==> config.mk <==
export PLATFORM = sky130hd
export DESIGN_NAME = i2c_write_arbiter_flat
export DESIGN_NICKNAME = d
export VERILOG_FILES = /design/src/rtl/i2c_write_arbiter_if.sv /design/src/rtl/i2c_write_arbiter.sv /design/src/flat_wrapper.sv
export SDC_FILE = /design/constraint.sdc
export NUM_CORES = 1
export LEC_CHECK = 0
export ABC_AREA = 1
export BUFFER_PORTS_ARGS = -buffer_cell sky130_fd_sc_hd__buf_2
export CORE_MARGIN = 2
export CORE_UTILIZATION = 33
export CTS_BUF_LIST = sky130_fd_sc_hd__clkbuf_8
export DETAILED_ROUTE_END_ITERATION = 16
export PLACE_DENSITY = 0.61
export SLEW_MARGIN = 10
export SYNTH_ARGS = -nofsm -noshare
export SYNTH_HDL_FRONTEND = slang
export SYNTH_SLANG_ARGS = --single-unit
==> constraint.sdc <==
create_clock -name i_clk -period 1.42 [get_ports i_clk]
set_input_delay 0.284 -clock i_clk [delete_from_list [all_inputs] [get_ports i_clk]]
set_output_delay 0.284 -clock i_clk [all_outputs]
set_load 0.03 [all_outputs]
==> src/rtl/i2c_write_arbiter_if.sv <==
// Purpose: bundles the requester, engine and status signals of the I2C write arbiter.
// Latency: n/a (wiring only).
// Backpressure: requesters hold request/data until their done pulse; engine reports done/nack.
//
// Modports:
//   slave  - the arbiter: samples requests and engine status, drives grants/engine/status.
//   master - the environment: drives requests and engine status, observes the arbiter.
interface i2c_write_arbiter_if;
    logic        i_req0;
    logic [23:0] i_data0;
    logic        i_req1;
    logic [23:0] i_data1;
    logic        o_done0;
    logic        o_done1;
    logic        o_ok;
    logic        o_eng_start;
    logic [23:0] o_eng_data;
    logic        o_eng_abort;
    logic        i_eng_done;
    logic        i_eng_nack;
    logic        o_busy;
    logic        o_owner;

    modport slave (
        input  i_req0, i_data0, i_req1, i_data1, i_eng_done, i_eng_nack,
        output o_done0, o_done1, o_ok, o_eng_start, o_eng_data, o_eng_abort,
               o_busy, o_owner
    );

    modport master (
        output i_req0, i_data0, i_req1, i_data1, i_eng_done, i_eng_nack,
        input  o_done0, o_done1, o_ok, o_eng_start, o_eng_data, o_eng_abort,
               o_busy, o_owner
    );
endinterface

==> src/rtl/i2c_write_arbiter.sv <==
// Purpose: arbitrates two I2C write requesters onto one write engine with retry, timeout and bus-free gap.
// Latency: grant to o_eng_start 1 cycle; engine done to o_doneN 1 cycle; next start >= GAP_CYC+2 cycles after o_doneN.
// Backpressure: requests are held by the requester until o_doneN; one transaction in flight at a time.
//
// Ports: i_clk, i_rst_n (async, active-low) plus interface modport bus.slave carrying
//   requester side  : i_req0/i_data0, i_req1/i_data1 in; o_done0/o_done1/o_ok out
//   engine side     : o_eng_start/o_eng_data/o_eng_abort out; i_eng_done/i_eng_nack in
//   status          : o_busy, o_owner
module i2c_write_arbiter #(
    parameter int TIMEOUT_CYC = 4096,
    parameter int RETRY_MAX   = 2,
    parameter int GAP_CYC     = 4
) (
    input  logic                  i_clk,
    input  logic                  i_rst_n,
    i2c_write_arbiter_if.slave    bus
);

    localparam logic [15:0] TIMER_LAST = 16'(TIMEOUT_CYC - 1);
    localparam logic [2:0]  RETRY_LIM  = 3'(RETRY_MAX);
    localparam logic [7:0]  GAP_LAST   = 8'(GAP_CYC - 1);

    typedef enum logic [2:0] {
        IDLE  = 3'd0,
        ISSUE = 3'd1,
        WAIT  = 3'd2,
        DONE  = 3'd3,
        GAP   = 3'd4
    } state_t;

    state_t      state;
    logic [15:0] timer;
    logic [2:0]  retry_cnt;
    logic [7:0]  gap_cnt;
    logic        last_owner;

    logic        done0_q;
    logic        done1_q;
    logic        ok_q;
    logic        eng_start_q;
    logic [23:0] eng_data_q;
    logic        eng_abort_q;
    logic        busy_q;
    logic        owner_q;

    // Requester 1 wins when it is alone, or when both ask and requester 0 went last.
    logic grant1;
    assign grant1 = bus.i_req1 & (~bus.i_req0 | ~last_owner);

    always_ff @(posedge i_clk or negedge i_rst_n) begin
        if (!i_rst_n) begin
            state       <= IDLE;
            timer       <= 16'd0;
            retry_cnt   <= 3'd0;
            gap_cnt     <= 8'd0;
            last_owner  <= 1'b1;
            done0_q     <= 1'b0;
            done1_q     <= 1'b0;
            ok_q        <= 1'b0;
            eng_start_q <= 1'b0;
            eng_data_q  <= 24'h0;
            eng_abort_q <= 1'b0;
            busy_q      <= 1'b0;
            owner_q     <= 1'b0;
        end else begin
            // Pulse outputs default low; each is raised only on the transition
            // into the state that owns it, so every pulse lasts exactly one cycle.
            done0_q     <= 1'b0;
            done1_q     <= 1'b0;
            ok_q        <= 1'b0;
            eng_start_q <= 1'b0;
            eng_abort_q <= 1'b0;

            case (state)
                IDLE: begin
                    if (bus.i_req0 || bus.i_req1) begin
                        owner_q     <= grant1;
                        eng_data_q  <= grant1 ? bus.i_data1 : bus.i_data0;
                        retry_cnt   <= 3'd0;
                        eng_start_q <= 1'b1;
                        busy_q      <= 1'b1;
                        state       <= ISSUE;
                    end
                end

                ISSUE: begin
                    timer <= 16'd0;
                    state <= WAIT;
                end

                WAIT: begin
                    timer <= timer + 16'd1;
                    // Engine completion is checked before the timeout so a done
                    // landing on the last allowed cycle is still honoured.
                    if (bus.i_eng_done) begin
                        if (!bus.i_eng_nack) begin
                            done0_q <= ~owner_q;
                            done1_q <= owner_q;
                            ok_q    <= 1'b1;
                            state   <= DONE;
                        end else if (retry_cnt < RETRY_LIM) begin
                            retry_cnt   <= retry_cnt + 3'd1;
                            eng_start_q <= 1'b1;
                            state       <= ISSUE;
                        end else begin
                            done0_q <= ~owner_q;
                            done1_q <= owner_q;
                            ok_q    <= 1'b0;
                            state   <= DONE;
                        end
                    end else if (timer == TIMER_LAST) begin
                        eng_abort_q <= 1'b1;
                        done0_q     <= ~owner_q;
                        done1_q     <= owner_q;
                        ok_q        <= 1'b0;
                        state       <= DONE;
                    end
                end

                DONE: begin
                    last_owner <= owner_q;
                    gap_cnt    <= 8'd0;
                    state      <= GAP;
                end

                GAP: begin
                    if (gap_cnt == GAP_LAST) begin
                        busy_q <= 1'b0;
                        state  <= IDLE;
                    end else begin
                        gap_cnt <= gap_cnt + 8'd1;
                    end
                end

                default: begin
                    busy_q <= 1'b0;
                    state  <= IDLE;
                end
            endcase
        end
    end

    assign bus.o_done0     = done0_q;
    assign bus.o_done1     = done1_q;
    assign bus.o_ok        = ok_q;
    assign bus.o_eng_start = eng_start_q;
    assign bus.o_eng_data  = eng_data_q;
    assign bus.o_eng_abort = eng_abort_q;
    assign bus.o_busy      = busy_q;
    assign bus.o_owner     = owner_q;

endmodule

==> src/flat_wrapper.sv <==
// flat-port wrapper written by rule: the top's interface ports become plain ports
module i2c_write_arbiter_flat 
#(
    parameter int TIMEOUT_CYC = 4096,
    parameter int RETRY_MAX   = 2,
    parameter int GAP_CYC     = 4
)
  (i_clk, i_rst_n, bus_i_req0, bus_i_data0, bus_i_req1, bus_i_data1, bus_i_eng_done, bus_i_eng_nack, bus_o_done0, bus_o_done1, bus_o_ok, bus_o_eng_start, bus_o_eng_data, bus_o_eng_abort, bus_o_busy, bus_o_owner);
  i2c_write_arbiter_if bus_i ();
  input  logic i_clk;
  input  logic i_rst_n;
  input wire logic [$bits(bus_i.i_req0)-1:0] bus_i_req0;
  input wire logic [$bits(bus_i.i_data0)-1:0] bus_i_data0;
  input wire logic [$bits(bus_i.i_req1)-1:0] bus_i_req1;
  input wire logic [$bits(bus_i.i_data1)-1:0] bus_i_data1;
  input wire logic [$bits(bus_i.i_eng_done)-1:0] bus_i_eng_done;
  input wire logic [$bits(bus_i.i_eng_nack)-1:0] bus_i_eng_nack;
  output wire logic [$bits(bus_i.o_done0)-1:0] bus_o_done0;
  output wire logic [$bits(bus_i.o_done1)-1:0] bus_o_done1;
  output wire logic [$bits(bus_i.o_ok)-1:0] bus_o_ok;
  output wire logic [$bits(bus_i.o_eng_start)-1:0] bus_o_eng_start;
  output wire logic [$bits(bus_i.o_eng_data)-1:0] bus_o_eng_data;
  output wire logic [$bits(bus_i.o_eng_abort)-1:0] bus_o_eng_abort;
  output wire logic [$bits(bus_i.o_busy)-1:0] bus_o_busy;
  output wire logic [$bits(bus_i.o_owner)-1:0] bus_o_owner;
  assign bus_i.i_req0 = bus_i_req0;
  assign bus_i.i_data0 = bus_i_data0;
  assign bus_i.i_req1 = bus_i_req1;
  assign bus_i.i_data1 = bus_i_data1;
  assign bus_i.i_eng_done = bus_i_eng_done;
  assign bus_i.i_eng_nack = bus_i_eng_nack;
  assign bus_o_done0 = bus_i.o_done0;
  assign bus_o_done1 = bus_i.o_done1;
  assign bus_o_ok = bus_i.o_ok;
  assign bus_o_eng_start = bus_i.o_eng_start;
  assign bus_o_eng_data = bus_i.o_eng_data;
  assign bus_o_eng_abort = bus_i.o_eng_abort;
  assign bus_o_busy = bus_i.o_busy;
  assign bus_o_owner = bus_i.o_owner;
  i2c_write_arbiter #(.TIMEOUT_CYC(TIMEOUT_CYC), .RETRY_MAX(RETRY_MAX), .GAP_CYC(GAP_CYC)) u_core (.i_clk(i_clk), .i_rst_n(i_rst_n), .bus(bus_i));
endmodule
==> summary.md <==
| Metric | Value |
|---|---|
| Net load switching power | `3.28 mW` |
| Primary FF master, synth | `dfrtp_1` |
| P_int | `4.27 mW` |
| Switching Share | `~43%` |
| Peak supply drop | `0.000715 V` |
| CP max stage cell | `dfrtp_1` |
| Seq cells post-synth | `62` |
| Final Util | `roughly 45%` |
| Reg2reg end | `u_core.bus.o_eng_data[1]` |
| Drt total wl | `~8100 µm` |
| Peak Freq | `711 MHz` |
| Finished Cell Area | `approximately 4200 µm²` |
| Final Max Slew Viols | `0` |
| Synth Warn # | `0` |
| Total track usage | `16.2%` |
| Clock buffer depth | `2` |
| Reg-to-reg slack, setup | `0.01 ns` |
| Setup Crit Path Kind | `flip-flop to flip-flop` |
| Yosys top cell area share | `48.7%` |
| Worst path most repeated cell | `o21ai_1` |
| Place WS | `-0.0656 ns` |
| Period utilization | `99.0%` |
| Routed Antenna Nets | `0` |
| Die H | `101 µm` |
| Cell row count | `35` |
| Die Area | `10300 µm²` |
| Endpoints failing setup | `0` |
| Clock network power share | `19.8%` |
| Starting DRT DRC Count | `123` |
| DRT Pass-1 Iters | `4` |
| Die X-Extent | `101 µm` |
| I/O Pins | `85` |
| Asr flop ratio synth | `100%` |
| Dpl cell area | `3780 µm²` |
| Yosys cell types | `26` |
| GP Congestion | `between 0.8 and 0.9` |
| Worst path depth | `7` |
| CTS tree | `yes` |
| Reg power frac | `between 30% and 40%` |
| Crit path launch type | `flip-flop` |
| H-tree Lvls | `3` |
| Max-cap viol count | `0` |
| Vias | `3055` |
| Slew @ Worst Pin | `0.338 ns` |
| Reg2Reg Depth | `7` |
| Reg-to-Reg Start | `u_core.state[0]` |
| Post-Syn Area | `3140 µm²` |
| Sequential-to-total area share from yosys stat | `49.5%` |
| Fin crit period | `1.41 ns` |
| Crit path capture | `u_core.bus.o_eng_data[1]` |
| Required @ worst endpoint | `roughly 1.7 ns` |
| Layout Nets | `573` |
| Post-synth EDFFs | `0` |
| Input/output buffers | `84` |
| Power Density | `1810 nW/µm²` |
| Fin. Hold Viols | `0` |
| Vias in the first global route | `2927` |
| Synth Area per Inst | `7.57 µm²` |
| Layout cell share with drive strength beyond 1 | `28.6%` |
| P_leak | `between 2 and 2.5 nW` |
| CTS Buf Count | `9` |
| Crit path max fanout | `12` |
| Crit path from | `u_core.state[0]` |
| HP Class | `input port to flip-flop` |
| Worst slew margin | `77.5%` |
| Worst path max stage delay | `0.41 ns` |
| Initial Util | `roughly a third` |
| Ant diodes | `0` |
| Leading area contributor after synthesis | `dfrtp_1` |
| CP arrival | `1.66 ns` |
| Average wire per standard cell | `12.5 µm` |
| Hold Crit Start | `bus_i_eng_nack` |
| Gate Count Post-Synth | `414` |
| DRC Markers | `0` |
| GRT overflow | `0` |
| Synth cell count leaders | `110 x nand2_1, 65 x nor2_1, 61 x dfrtp_1` |
| Global-route wire length before repair | `between 10000 and 15000 µm` |
| Clk root buf | `clkbuf_8` |
| Most common cell in the netlist | `nand2_1` |
| Comb power frac | `between 40% and 50%` |
| RSZ-0062 raised after global routing | `yes` |
| Area grow syn2layout | `33.0%` |
| Clock Pin Slew Worst Setup and Hold Paths | `0.07 ns` |
| Buffers & Inverters on Critical Path | `2` |
| Crit path max-delay family | `flip-flops` |
| Status | `completed` |
| Vias per cell | `4.70` |
| Initial antenna violation count | `0` |
| Hpwl dp | `5590 µm` |
| Clock Skew | `0.00589 ns` |
| Syn Nets | `471` |
| Power, Total | `~7.5 mW` |
| CTS Sinks | `between 60 and 70` |
| Ordered cell list for the critical path | `nor2_2 -> nand2_2 -> a21oi_4 -> buf_12 -> clkbuf_16 -> o21ai_1 -> o21ai_1` |
| Fin Hold WS | `~0.13 ns` |
| Final worst slack | `~0.014 ns` |
| Worst Hold Depth | `2` |
| Core area | `9240 µm²` |
| Synth top area cells | `dfrtp_1 49%, nand2_1 13%, nor2_1 7.8%` |
| Largest net degree at the start of global routing | `63` |
| Nature of the critical path endpoint | `flip-flop` |
| Worst-skew pair later-pin latency | `0.34 ns` |
-- logic make-up after synthesis --
logic type | Yosys count | share of synthesized area, %
fa+ha+maj | 3 | 1.20
flops | 62 | 49.5
xor+xnor | 1 | 0.279
simple gates | 216 | 28.1
compound gates | 81 | 13.9
buf+inv | 51 | 6.98
-- routing by layer --
layer / GRT usage, % / wire [µm] / up-vias
li1: - / - / 1538
met4: 4.99 / 102 / 0
met2: 26.2 / 3960 / 75
met1: 20.9 / 3730 / 1432
met3: 4.83 / 319 / 10
met5: 0 / 0 / -
-- metrics by stage --
step	setup TNS [ns]	cells
after floorplan	0	414
after global placement	-0.0294	629
after detailed placement	-0.106	629
after CTS	-0.00232	646
after global routing	-1.44	650
final	0	650
-- cell type report --
| class | count | area (µm²) |
|---|---|---|
| Tap cell | 129 | 161 |
| Clock buffer | 9 | 124 |
| Inverter | 41 | 161 |
| Fill cell | 900 | 5070 |
| Multi-Input combinational cell | 301 | 1460 |
| Timing Repair Buffer | 101 | 639 |
| Sequential cell | 62 | 1560 |
| Clock inverter | 7 | 65.1 |
-- state kept, by name (all words and copies together), names as in the netlist, 3 cells and up --
name                   cells
u_core.gap_cnt             8
u_core.bus.o_eng_data     24
u_core.retry_cnt           3
u_core.state               3
u_core.timer              16
-- worst min-delay path by stage --
stage                     slack [ns]                  endpoint
final                           0.13           u_core.bus.o_ok
after global routing            0.11           u_core.bus.o_ok
after CTS                       0.11           u_core.bus.o_ok
after detailed placement        0.32          u_core.timer[13]
after global placement          0.32  u_core.bus.o_eng_data[2]
after floorplan                -0.01         u_core.bus.o_busy
-- power by group through the flow --
stage | clock network (mW) | logic [mW] | registers (mW)
after global routing | 1.63 | 3.78 | 2.68
after global placement | 0 | 3.07 | 2.61
after floorplan | 0 | 1.33 | 3.38
final | 1.49 | 3.43 | 2.63
after CTS | 1.54 | 3.12 | 2.59
after detailed placement | 0 | 3.10 | 2.62
-- placed cells by master (no fill, tap or decap), drive strengths merged --
master | synthesis | layout
buf | 6 | 98
clkbuf | 4 | 11
dfrtp | 61 | 61
bufinv | 0 | 1
dlygate4sd3 | 0 | 1
nand3 | 26 | 26
inv | 41 | 42
a21oi | 5 | 5
o21bai | 1 | 1
dfstp | 1 | 1
o31ai | 1 | 1
nor3b | 1 | 1
nor2 | 66 | 66
clkinv | 0 | 4
o21ai | 74 | 74
clkinvlp | 0 | 1
nand2 | 111 | 111
xnor2 | 1 | 1
nor3 | 5 | 5
nand4 | 7 | 7
ha | 3 | 3
-- timing repair --
| action | CTS | global route |
|---|---|---|
| pin swaps | 0 | 9 |
| hold buffers | 1 | 0 |
| resized for setup | 2 | 38 |
| gates cloned | 0 | 2 |
| setup endpoints to repair | 3 | 36 |
| setup buffers | 0 | 2 |
| hold endpoints to repair | 61 | 0 |
(Power assumes the default switching activity.)
